$ cat src/rtl/mem_arbiter_pkg.sv
// Shared constants and state encoding for the cache-to-pmem arbiter.
// One 256-bit cache line moves as four 64-bit bursts beats.
package mem_arbiter_pkg;
  localparam int LINE_W = 256;
  localparam int BEAT_W = 64;
  localparam int BEATS  = 4;
  localparam int CNT_W  = $clog2(BEATS);

  typedef enum logic [2:0] {
    IDLE,
    I_READ,
    D_READ,
    D_WRITE,
    DONE
  } arb_state_t;
endpackage

$ cat src/rtl/mem_arbiter_burst_adaptor.sv
// Line buffer and beat counter: turns one 256-bit line transfer into a
// four-beat 64-bit pmem burst, in either direction.
module mem_arbiter_burst_adaptor
  import mem_arbiter_pkg::*;
(
  input  logic              clk,
  input  logic              rst,
  input  logic              start,
  input  logic              rw,
  input  logic              active,
  input  logic [31:0]       addr,
  input  logic [LINE_W-1:0] line_in,
  input  logic              pmem_resp,
  input  logic [BEAT_W-1:0] pmem_rdata,
  output logic [LINE_W-1:0] line_out,
  output logic [31:0]       pmem_address,
  output logic [BEAT_W-1:0] pmem_wdata,
  output logic              done
);
  logic [LINE_W-1:0] line_q, line_d;
  logic [CNT_W-1:0]  cnt_q, cnt_d;
  logic [31:0]       addr_q, addr_d;
  logic              rw_q, rw_d;

  always_comb begin
    line_d = line_q;
    cnt_d  = cnt_q;
    addr_d = addr_q;
    rw_d   = rw_q;
    if (start) begin
      addr_d = addr & ~32'h1F;
      rw_d   = rw;
      cnt_d  = '0;
      if (rw) line_d = line_in;
    end else if (active && pmem_resp) begin
      // Read beats land in the slot selected by the counter; writes only advance it.
      if (!rw_q) line_d[int'(cnt_q)*BEAT_W +: BEAT_W] = pmem_rdata;
      cnt_d = cnt_q + 1'b1;
    end
  end

  always_ff @(posedge clk) begin
    if (rst) begin
      line_q <= '0;
      cnt_q  <= '0;
      addr_q <= '0;
      rw_q   <= 1'b0;
    end else begin
      line_q <= line_d;
      cnt_q  <= cnt_d;
      addr_q <= addr_d;
      rw_q   <= rw_d;
    end
  end

  assign line_out     = line_q;
  assign pmem_address = addr_q;
  assign pmem_wdata   = line_q[int'(cnt_q)*BEAT_W +: BEAT_W];
  assign done         = active && pmem_resp && (cnt_q == CNT_W'(BEATS - 1));
endmodule

$ cat src/rtl/mem_arbiter.sv
// Grants the single pmem port to icache or dcache (dcache write > dcache
// read > icache read) and routes the completion pulse back to the winner.
module mem_arbiter
  import mem_arbiter_pkg::*;
(
  input  logic              clk,
  input  logic              rst,
  input  logic              i_pmem_read,
  input  logic [31:0]       i_pmem_address,
  output logic [LINE_W-1:0] i_pmem_rdata,
  output logic              i_pmem_resp,
  input  logic              d_pmem_read,
  input  logic              d_pmem_write,
  input  logic [31:0]       d_pmem_address,
  input  logic [LINE_W-1:0] d_pmem_wdata,
  output logic [LINE_W-1:0] d_pmem_rdata,
  output logic              d_pmem_resp,
  output logic              pmem_read,
  output logic              pmem_write,
  output logic [31:0]       pmem_address,
  output logic [BEAT_W-1:0] pmem_wdata,
  input  logic [BEAT_W-1:0] pmem_rdata,
  input  logic              pmem_resp
);
  arb_state_t        state_q, state_d;
  logic              grant_d_q, grant_d_d;
  logic              i_resp_q, i_resp_d;
  logic              d_resp_q, d_resp_d;
  logic              start;
  logic              active;
  logic              burst_done;
  logic [31:0]       start_addr;
  logic [LINE_W-1:0] line_out;

  assign start_addr = (d_pmem_write || d_pmem_read) ? d_pmem_address : i_pmem_address;
  assign pmem_read  = (state_q == I_READ) || (state_q == D_READ);
  assign pmem_write = (state_q == D_WRITE);
  assign active     = pmem_read || pmem_write;

  always_comb begin
    state_d   = state_q;
    grant_d_d = grant_d_q;
    i_resp_d  = 1'b0;
    d_resp_d  = 1'b0;
    start     = 1'b0;
    case (state_q)
      IDLE: begin
        if (d_pmem_write) begin
          state_d   = D_WRITE;
          grant_d_d = 1'b1;
          start     = 1'b1;
        end else if (d_pmem_read) begin
          state_d   = D_READ;
          grant_d_d = 1'b1;
          start     = 1'b1;
        end else if (i_pmem_read) begin
          state_d   = I_READ;
          grant_d_d = 1'b0;
          start     = 1'b1;
        end
      end
      I_READ, D_READ, D_WRITE: begin
        if (burst_done) begin
          state_d  = DONE;
          i_resp_d = !grant_d_q;
          d_resp_d = grant_d_q;
        end
      end
      DONE:    state_d = IDLE;
      default: state_d = IDLE;
    endcase
  end

  always_ff @(posedge clk) begin
    if (rst) begin
      state_q   <= IDLE;
      grant_d_q <= 1'b0;
      i_resp_q  <= 1'b0;
      d_resp_q  <= 1'b0;
    end else begin
      state_q   <= state_d;
      grant_d_q <= grant_d_d;
      i_resp_q  <= i_resp_d;
      d_resp_q  <= d_resp_d;
    end
  end

  mem_arbiter_burst_adaptor u_burst (
    .clk          (clk),
    .rst          (rst),
    .start        (start),
    .rw           (d_pmem_write),
    .active       (active),
    .addr         (start_addr),
    .line_in      (d_pmem_wdata),
    .pmem_resp    (pmem_resp),
    .pmem_rdata   (pmem_rdata),
    .line_out     (line_out),
    .pmem_address (pmem_address),
    .pmem_wdata   (pmem_wdata),
    .done         (burst_done)
  );

  assign i_pmem_rdata = line_out;
  assign d_pmem_rdata = line_out;
  assign i_pmem_resp  = i_resp_q;
  assign d_pmem_resp  = d_resp_q;
endmodule

$ cat config.mk
export PLATFORM = sky130hd
export DESIGN_NAME = mem_arbiter
export DESIGN_NICKNAME = d
export VERILOG_FILES = /design/src/rtl/mem_arbiter_pkg.sv /design/src/rtl/mem_arbiter_burst_adaptor.sv /design/src/rtl/mem_arbiter.sv
export SDC_FILE = /design/constraint.sdc
export NUM_CORES = 1
export LEC_CHECK = 0
export CORE_AREA = 5 5 387 389
export DETAILED_ROUTE_END_ITERATION = 8
export DIE_AREA = 0 0 392 394
export SETUP_SLACK_MARGIN = 0.5
export SLEW_MARGIN = 20
export SYNTH_ARGS = -nofsm -noshare
export SYNTH_HDL_FRONTEND = slang
export SYNTH_HIERARCHICAL = 1
export SYNTH_SLANG_ARGS = --single-unit
$ cat constraint.sdc
create_clock -name clk -period 7.8 [get_ports clk]
set_input_delay 0.78 -clock clk [delete_from_list [all_inputs] [get_ports clk]]
set_output_delay 0.78 -clock clk [all_outputs]
set_load 0.005 [all_outputs]
==> metrics.yaml <==
outcome:
  status: "finished, final reports clean"
layout:
  area_growth_pct: 63.1
  nets: 2787
  layout-drive-gt1-share_pct: 9.76
  fin_area_mm2: 0.0286
route:
  antenna_left: 0
  drtIter0Drc: 2150
  dr_total_vias: 19756
  viasPerCell: 4.53
  drc: 0
  wl_per_cell_um: 32.2
  firstDrtPassIters: 5
  drt-total-wl_mm: 141
synthesis:
  syn_avg_cell_area_um2: 9.67
  synthCells: 1811
  ys_warn_count: 6
  syn_area_mm2: 0.0175
sta:
  finalCritPeriodShare_pct: 54.1
  slew_headroom_pct: 21.8
  finalSetupTns_ns: 0
  fin_crit_ns: 4.22
  fin_worst_skew_ns: 0.0357
  tightest_slew_ns: 1.17
  max_freq_mhz: 237
  finalSetupViolations: 0
  hold_viol_final: 0
  drv_slew: 0
  rsz0062_at_grt: "no"
worst_setup_path:
  path_class: "flop to primary output"
  reg2reg_setup_slack_ns: 3.92
  worstSetupEndpointType: "primary output"
  crit_end: "pmem_wdata[27]"
  r2r_end: "u_burst/line_out[64]$_SDFFE_PP0P_"
  startpoint: "u_burst/cnt_q[0]$_SDFFE_PP0P_"
  cp_max_fo: 30
  critPathLaunchType: "flop"
  rr_startpoint: "u_burst/cnt_q[1]$_SDFFE_PP0P_"
  crit_arrival_ns: 3.44
  worstPathRequired_ns: 7.02
  ff2ff_path_depth: 7
global_routing:
  grt_max_degree: 134
  grt_overflow: 0
  antenna_found_initial: 40
  first_global_vias: 19016
  grt_pass1_wl_mm: 184
  grt_use_total_pct: 17.1
die:
  core_area_mm2: 0.146
  initial_utilization_pct: 12.0
  dieArea_mm2: 0.154
  fp.dieH_um: 394
  ioPinCount: 1002
  row_count: 141
  die_w_um: 392
clock_network:
  cts_buffers: 39
  htree_levels: 2
  ctsLongestPathBuffers: 3
  clk_pin_slew_ns: 0.07
  hold_buffers: 0
  cts.sink_count: 292
  post-cts-setup-buffer-count: 0
  tritoncts: "done"
  worstSkewPairLatency_ns: 0.60
  cts_resized: 0
  ctsRootBufferMaster: "clkbuf_16"
pwr:
  power_leakage_nw: 9.15
  peakVddDrop_mv: 0.117
  power_density_mw_per_mm2: 219
placement:
  io_buffers: 986
  hpwl_mm: 107
  gp_congestion: 0.912
  post_dp_cell_area_mm2: 0.0272
hold_path:
  hold_path_class: "flop to flop"
job:
  maxCapViolCount: 0
cell type report:
class                   instances  area (um^2)
fillers                     16087       118000
repair buffers               1021        10200
multi-input cells            1034         8740
flip-flops and latches        292         5850
well taps                    1930         2410
clock buffers                  56         1150
clock inverters                13          165
diodes                         13         32.5
inverters                       3         11.3
worst max-delay path: stages, from the launching register on:
cell	delay, ns
dfxtp_4	0.74
buf_4	0.74
mux4_2	0.73
clkdlybuf4s50_1	0.53
where the power goes:
part           leakage (nW)  internal (mW)  total, mW  switching [mW]
logic                  6.09           1.20       2.31            1.10
registers              2.41           1.68       2.01           0.329
clock network         0.649           1.13       1.93           0.804
state kept, by name (all words and copies together), names as in the netlist:
signal                flops
u_burst/line_out        256
u_burst/pmem_address     27
state_q                   3
u_burst/cnt_q             2
d_pmem_resp               1
grant_d_q                 1
i_pmem_resp               1
u_burst/rw_q              1
cell usage in the layout (no fill, tap or decap), types with 5 or more instances in the layout:
master / count
ha_1: 5
a32oi_1: 256
buf_4: 32
mux4_2: 64
diode_2: 13
conb_1: 5
dfxtp_1: 290
and2_1: 65
mux2i_1: 28
clkdlybuf4s50_1: 985
clkinv_2: 5
clkbuf_1: 7
clkbuf_16: 40
mux2_4: 26
a221oi_2: 23
clkbuf_8: 9
a221oi_1: 233
nor2_1: 286
per-stage QoR:
stage          hold WS, ns  total power [mW]  instances  setup slack (ns)  util (%)
6_report             0.427              6.25       4362              3.58      19.5
4_1_cts              0.430              6.32       4349              3.38      19.5
5_1_grt              0.451              6.50       4350              3.33      19.5
3_3_place_gp         0.419              4.32       4278              3.25      18.5
3_5_place_dp         0.418              4.35       4280              3.22      18.6
2_1_floorplan        0.396              2.90       1815              5.23         -
how the worst min path moves through the flow:
| stage | from | to | slack [ns] | cells after the start |
|---|---|---|---|---|
| final | grant_d_q$_SDFFE_PP0P_ | i_pmem_resp$_SDFF_PP0_ | 0.43 | 1 |
| after CTS | grant_d_q$_SDFFE_PP0P_ | i_pmem_resp$_SDFF_PP0_ | 0.43 | 1 |
| after floorplan | grant_d_q$_SDFFE_PP0P_ | i_pmem_resp$_SDFF_PP0_ | 0.40 | 1 |
| after global routing | grant_d_q$_SDFFE_PP0P_ | i_pmem_resp$_SDFF_PP0_ | 0.45 | 1 |
| after global placement | grant_d_q$_SDFFE_PP0P_ | i_pmem_resp$_SDFF_PP0_ | 0.42 | 1 |
| after detailed placement | grant_d_q$_SDFFE_PP0P_ | i_pmem_resp$_SDFF_PP0_ | 0.42 | 1 |
layer usage:
metal  track usage (%)  vias up  wire length, um
met5                 0        -              134
li1                  -     8041                -
met2              26.9     1478            62800
met1              22.7     9986            58700
met3              4.92      229            14200
met4              4.98       22             4790
Power figures use the tool's default switching activity.
